===== config.mk =====
export PLATFORM = sky130hd
export DESIGN_NAME = demux4_stream
export DESIGN_NICKNAME = d
export VERILOG_FILES = /design/src/rtl/demux4_stream_pkg.sv /design/src/rtl/demux4_stream_slot.sv /design/src/rtl/demux4_stream.sv
export SDC_FILE = /design/constraint.sdc
export NUM_CORES = 1
export LEC_CHECK = 0
export ABC_AREA = 0
export CAP_MARGIN = 10
export CORE_ASPECT_RATIO = 0.6
export CORE_MARGIN = 3
export CORE_UTILIZATION = 48
export CTS_BUF_LIST = sky130_fd_sc_hd__clkbuf_4
export DETAILED_ROUTE_END_ITERATION = 10
export GPL_ROUTABILITY_DRIVEN = 0
export GPL_TIMING_DRIVEN = 0
export PLACE_DENSITY = 0.83
export SYNTH_ARGS = -nofsm -noshare
export SYNTH_HDL_FRONTEND = slang
export SYNTH_HIERARCHICAL = 1
export SYNTH_SLANG_ARGS = --single-unit

===== constraint.sdc =====
create_clock -name clk -period 2.2 [get_ports clk]
set_input_delay 0.44 -clock clk [delete_from_list [all_inputs] [get_ports clk]]
set_output_delay 0.44 -clock clk [all_outputs]
set_load 0.01 [all_outputs]

===== src/rtl/demux4_stream_pkg.sv =====
// Shared constants and slot state encoding for the 1-to-4 stream demultiplexer.
package demux4_stream_pkg;

  localparam int NCH   = 4;
  localparam int SEL_W = 2;
  localparam int CNT_W = 8;

  typedef enum logic {
    SLOT_EMPTY = 1'b0,
    SLOT_FULL  = 1'b1
  } slot_state_e;

  // One-hot decode of a channel select, used to steer the load strobes.
  function automatic logic [NCH-1:0] sel_decode(input logic [SEL_W-1:0] sel);
    logic [NCH-1:0] onehot;
    onehot = '0;
    onehot[sel] = 1'b1;
    return onehot;
  endfunction

endpackage


===== src/rtl/demux4_stream_slot.sv =====
// One output channel of the demux: a one-entry buffer with a two-state
// EMPTY/FULL controller and a wrapping count of words loaded into it.
module demux4_stream_slot
  import demux4_stream_pkg::*;
#(
  parameter int WIDTH = 8
) (
  input  logic             clk,
  input  logic             rst_n,
  input  logic             load,       // only asserted while can_load is high
  input  logic [WIDTH-1:0] d,
  input  logic             out_ready,
  output logic             out_valid,
  output logic [WIDTH-1:0] q,
  output logic [CNT_W-1:0] count,
  output logic             can_load
);

  slot_state_e      state_q, state_d;
  logic [WIDTH-1:0] data_q, data_d;
  logic [CNT_W-1:0] count_q, count_d;

  // A full slot can take a new word in the same cycle its consumer drains it.
  assign can_load  = (state_q == SLOT_EMPTY) || out_ready;
  assign out_valid = (state_q == SLOT_FULL);
  assign q         = data_q;
  assign count     = count_q;

  // Next-state, data-hold and counter update for this slot.
  always_comb begin
    state_d = state_q;
    data_d  = data_q;
    count_d = count_q;
    case (state_q)
      SLOT_EMPTY: begin
        if (load) state_d = SLOT_FULL;
      end
      SLOT_FULL: begin
        if (load)           state_d = SLOT_FULL;
        else if (out_ready) state_d = SLOT_EMPTY;
      end
      default: state_d = SLOT_EMPTY;
    endcase
    if (load) begin
      data_d  = d;
      count_d = count_q + CNT_W'(1);
    end
  end

  // Slot registers; reset discards any buffered word and clears the count.
  always_ff @(posedge clk or negedge rst_n) begin
    if (!rst_n) begin
      state_q <= SLOT_EMPTY;
      data_q  <= '0;
      count_q <= '0;
    end else begin
      state_q <= state_d;
      data_q  <= data_d;
      count_q <= count_d;
    end
  end

endmodule


===== src/rtl/demux4_stream.sv =====
// 1-to-4 stream demultiplexer. Each accepted input word is routed to the
// channel named by s_sel and held in that channel's one-entry buffer.
//
// Handshake: a word moves across an interface on a rising edge where valid
// and ready are both high. Valid never waits on ready; the producer holds
// its word (and s_sel) stable while valid is high and ready is low. Here
// s_ready depends only on the selected slot, so a stalled channel blocks
// only traffic addressed to it while all other channels drain freely.
module demux4_stream
  import demux4_stream_pkg::*;
#(
  parameter int WIDTH = 8
) (
  input  logic               clk,
  input  logic               rst_n,
  input  logic               s_valid,
  output logic               s_ready,
  input  logic [SEL_W-1:0]   s_sel,
  input  logic [WIDTH-1:0]   s_data,
  output logic [NCH-1:0]     m_valid,
  input  logic [NCH-1:0]     m_ready,
  output logic [NCH*WIDTH-1:0] m_data,
  output logic [NCH*CNT_W-1:0] m_count
);

  logic [NCH-1:0] can_load;
  logic [NCH-1:0] load;
  logic           accept;

  // Input acceptance and one-hot steering of the load strobe.
  always_comb begin
    s_ready = rst_n && can_load[s_sel];
    accept  = s_valid && s_ready;
    load    = accept ? sel_decode(s_sel) : '0;
  end

  for (genvar i = 0; i < NCH; i++) begin : g_slot
    demux4_stream_slot #(.WIDTH(WIDTH)) u_slot (
      .clk       (clk),
      .rst_n     (rst_n),
      .load      (load[i]),
      .d         (s_data),
      .out_ready (m_ready[i]),
      .out_valid (m_valid[i]),
      .q         (m_data[i*WIDTH +: WIDTH]),
      .count     (m_count[i*CNT_W +: CNT_W]),
      .can_load  (can_load[i])
    );
  end

endmodule


## Word-level counts from Yosys, hierarchy flattened

Index checks and enable logic that the tools add are counted.

- Mux-type cells: 21
- $add $sub $neg: 4
- Bitwise logic cells: 4
- Reductions and logical operators: 7
- Magnitude comparators: 2

Operators with widths:

| cell | number |
|---|---|
| 8-bit by 1-bit adder with 8-bit output, second input constant | 4 |
| 1-bit two-way mux | 14 |
| 1-bit one-hot mux with 2 select lines | 4 |
| 1-bit logical OR | 4 |
| 4-bit two-way mux | 1 |
| 1-bit inverter | 4 |
| 1-bit logical AND | 3 |
| 2-bit by 3-bit < comparator with 1-bit output, second input constant | 1 |
| 1-bit binary-select mux with 2-bit select | 1 |
| 1-bit demux with 2-bit select | 1 |
| 2-bit by 1-bit greater-or-equal comparator with 1-bit output, second input constant | 1 |

- Word-level logic and storage cells: 50
- Bits of input ports: 17
- Bits in registers: 68
- Output and inout bits: 69

## Logic depth before layout (Yosys ltp)

- Depth after elaboration: 9
- Depth in mapped cells: 6
- Gate-level depth less buffers: 6

## By module

Netlist, hierarchy kept.

By module, submodules not included:

| module | cells each | times used | seq. area each (um^2) | area an instance (um^2) |
|---|---|---|---|---|
| demux4_stream_slot | 46 | 4 | 425.4 | 669.4 |
| demux4_stream | 10 | 1 | 0.0 | 70.1 |

## Worst setup path after synthesis

Ideal clock, no wire load.

- Path kind: input to register
- Start point: in m_ready[0]
- End point: reg g_slot[0].u_slot.data_q[1]
- Setup time: 0.125 ns
- Data required time: 2.075 ns
- Path buffers: 1
- Stages on the path: 4
- Setup slack: 0.257 ns
- Data arrival time: 1.819 ns
- Path through: nand2b_1 > nor4b_1 > buf_2 > mux2_2

- Cells in the longest elaborated chain, start to end: 6

RTL lines:

| item | line | RTL |
|---|---|---|
| start: declaration | demux4_stream.sv:21 | `input logic [NCH-1:0] m_ready,` |
| 1-bit logical OR | demux4_stream_slot.sv:24 | `assign can_load = (state_q == SLOT_EMPTY) \|\| out_ready;` |
| 1-bit binary-select mux with 2-bit select | demux4_stream.sv:32 | `s_ready = rst_n && can_load[s_sel];` |
| 1-bit two-way mux (implied by the code) | demux4_stream.sv:32 |  |
| 1-bit logical AND | demux4_stream.sv:32 |  |
| 1-bit logical AND | demux4_stream.sv:33 | `accept = s_valid && s_ready;` |
| 4-bit two-way mux | demux4_stream.sv:34 | `load = accept ? sel_decode(s_sel) : '0;` |
| net load[0] | demux4_stream.sv:27 | `logic [NCH-1:0] load;` |
| end signal: assignment | demux4_stream_slot.sv:58 | `data_q <= data_d;` |
| end: declaration | demux4_stream_slot.sv:20 | `logic [WIDTH-1:0] data_q, data_d;` |

The timed path passes the listed nets, and every way through them passes these cells. The select of a mux whose other input is x is not followed.
A chain may end at the register's enable or synchronous reset.

## Worst setup path in the final report

- Start point: in m_ready[2]
- End point: out s_ready

- Cells in the longest elaborated chain, start to end: 4

RTL lines:

| item | line | RTL |
|---|---|---|
| 1-bit logical OR | demux4_stream_slot.sv:24 |  |
| net can_load[2] | demux4_stream.sv:26 | `logic [NCH-1:0] can_load;` |
| 1-bit binary-select mux with 2-bit select | demux4_stream.sv:32 |  |
| 1-bit two-way mux (implied by the code) | demux4_stream.sv:32 |  |
| 1-bit logical AND | demux4_stream.sv:32 |  |
| end: declaration | demux4_stream.sv:17 | `output logic s_ready,` |

The timed path passes the listed nets, and every way through them passes these cells. The select of a mux whose other input is x is not followed.

==> qor.txt <==
DR pass1 iterations -> 4
most frequent cell after synthesis -> dfrtp_1
Peak VDD IR -> 0.756 mV
Crit path arrival time -> 1.72 ns
period utilisation layout -> 0.982
FMAX -> 463 MHz
Root Buffer -> clkbuf_4
via count -> 1832
ys flop type -> dfrtp_1
Wirelength per Cell -> 16.0 µm
HP Class -> primary input to async pin
Starting Density -> 0.520
initial antenna violation count -> 0
CP max FO -> 3
number of global-route vias before repair -> 1906
core area -> 0.00528 mm²
cts bufs inserted -> 9
run status -> finished clean
Leakage -> 1.78 nW
Die W -> 104 µm
cell breakdown of the critical path -> clkdlybuf4s50_1 > nand2b_4 > mux4_2 > and2_4 > buf_6
Slew headroom -> 0.615
Cell Pwr Density -> 902 mW/mm²
Die ar. -> 0.00670 mm²
Slowest cell on crit path -> mux4_2
Via-to-Cell Ratio -> 4.86
CP required -> 1.76 ns
crit-path max cell delay -> 0.45 ns
CTS clk-pin slew, worst paths -> 0.10 ns
Core Rows -> 20
Seq/Total Area, Yosys -> 0.619
Final Setup Violations -> 0
FFs w/ async S/R, synth -> 1.00
Slew @ Worst Pin -> 0.576 ns
overall routing resource usage -> 0.188
grt ovf -> 0
global-route wire length before repair -> 9700 µm
Post-Route WL -> 6040 µm
Fin. Hold Viols -> 0
Synth area leaders -> dfrtp_1 (62%), mux2_2 (15%), xor2_1 (5.1%), xnor2_1 (3.8%), nand2_1 (2.6%)
layout cells sized above 1 -> 0.253
io pins -> 86
Most Crowded Layer GR -> met2
nets@finish -> 316
crit path launch type -> primary input
Setup WS pre-CTS -> -1.03 ns
Mapped Area -> 0.00275 mm²
initial drt markers -> 39
Longest Clk Path Bufs -> 2
drc violations -> 0
WS Path Type -> primary input to output port
crit end category -> output port
Syn Nets -> 215
H-tree depth -> 3
final max-slew violation count -> 0
antenna cell count -> 0
largest net degree at the start of global routing -> 72
Yosys reg bits -> 68
Final ANT Viol Nets -> 0
CTS tree -> yes
PnR worst setup slack -> 0.0393 ns
EDFF count, synth -> 0
max-cap violation count -> 0
Commonest cells post-synth -> dfrtp_1 (68), mux2_2 (36), nand2_1 (19)
Mean Syn Cell Area -> 14.2 µm²
die height -> 64.6 µm
Yosys warnings -> 6
Yosys top cell area share -> 0.619
area leader, netlist -> dfrtp_1
DP Wirelength -> 4300 µm
fillcell total -> 363
clk_skew -> 0.0194 ns
met3 Use GR -> 0.0796
Syn Inst Count -> 194
worst skew pair latency -> 0.40 ns
Layout area overhead -> 43.0%
GR Util met1 -> 0.246
Buffers on Ports -> 85
CTS Sinks -> 68
met2 Track Usage GR -> 0.283
Synth cell types -> 18
Design Power -> 3.54 mW
Final min period -> 2.16 ns
==> routing by layer <==
metal  share of wire  wire length [µm]
met1            0.47              2810
met3           0.081               487
met5               0                 0
met2            0.44              2670
met4           0.012                71
==> sequential cells by signal, indices dropped and copies added, names as in the netlist <==
signal,flops
g_slot.u_slot/q,32
g_slot.u_slot/out_valid,4
g_slot.u_slot/count,32
==> worst max-delay path: cells and delay by family <==
kind | cells | cell delay [ns]
and+or+nand+nor | 2 | 0.32
muxes | 1 | 0.45
buffers and inverters | 2 | 0.51
==> logic make-up (layout without fill, tap and decap cells) <==
group | after synthesis | in the layout | synth area share
xor+xnor | 28 | 28 | 0.0893
buf+inv | 4 | 110 | 0.00729
flops | 68 | 68 | 0.619
fa+ha+maj | 4 | 4 | 0.0182
mux | 37 | 37 | 0.156
simple gates | 53 | 53 | 0.110
==> what timing repair did <==
item                                   4_1_cts  5_1_grt
gates resized for setup                     13        7
endpoints found under the hold margin       68       13
cloned                                       0        0
setup endpoints to repair                   47       16
buffers inserted                             0        3
==> final timing paths <==
path                                                         end  slack (ns)                                   from  cells after the start
min                        g_slot[2].u_slot/count[2]$_DFFE_PN0P_        0.01                                  rst_n                      2
max                                                      s_ready        0.04                             m_ready[2]                      5
min in group clk            g_slot[3].u_slot/out_valid$_DFF_PN0_        0.43                             m_ready[3]                      4
max in group asynchronous  g_slot[0].u_slot/count[2]$_DFFE_PN0P_        1.23                                  rst_n                      2
max reg2reg                    g_slot[1].u_slot/q[3]$_DFFE_PN0P_        0.33   g_slot[1].u_slot/out_valid$_DFF_PN0_                      5
min reg2reg                g_slot[3].u_slot/count[7]$_DFFE_PN0P_        0.48  g_slot[3].u_slot/count[7]$_DFFE_PN0P_                      1
==> cell type report <==
type	count	area (µm²)	share of cell area
Clock inverter	4	16.3	0.00414
Sequential cell	68	1700	0.433
Clock buffer	12	90.1	0.0229
Buffer	4	20.0	0.00510
Tap cell	77	96.3	0.0245
Timing Repair Buffer	90	921	0.234
Multi-Input combinational cell	122	1080	0.276
==> through the flow <==
stage | hold WS, ns | utilization | cells | TNS [ns] | cell area, µm²
2_1_floorplan | 0.144 | - | 194 | 0 | 2750
3_3_place_gp | 0.456 | 0.700 | 356 | -290.03 | 3690
5_1_grt | 0.00464 | 0.744 | 377 | -0.000377 | 3930
6_report | 0.0118 | 0.744 | 377 | 0 | 3930
4_1_cts | -0.0345 | 0.727 | 372 | 0 | 3840
3_5_place_dp | 0.463 | 0.699 | 356 | -38.88 | 3690
==> cell usage in the layout (no fill, tap or decap), drive strengths merged <==
cell type       n
clkinv          4
dlymetal6s2s    2
nand2          19
buf            10
clkdlybuf4s50  80
nor3            5
nor2            9
ha              4
dlygate4sd3     1
dlygate4sd2     1
nor4b           1
nand3           1
mux4            1
xor2           16
mux2           36
nand2b          8
dfrtp          68
clkbuf         12
nor3b           1
xnor2          12
and2            1
nand4           8
==> power breakdown <==
group	internal [mW]	leakage [nW]	switching [mW]
Clock	0.259	0.0638	0.406
Sequential	1.51	0.864	0.253
Combinational	0.701	0.856	0.412
Total	2.47	1.78	1.07
Note: power is estimated with default switching activity, not from simulation.
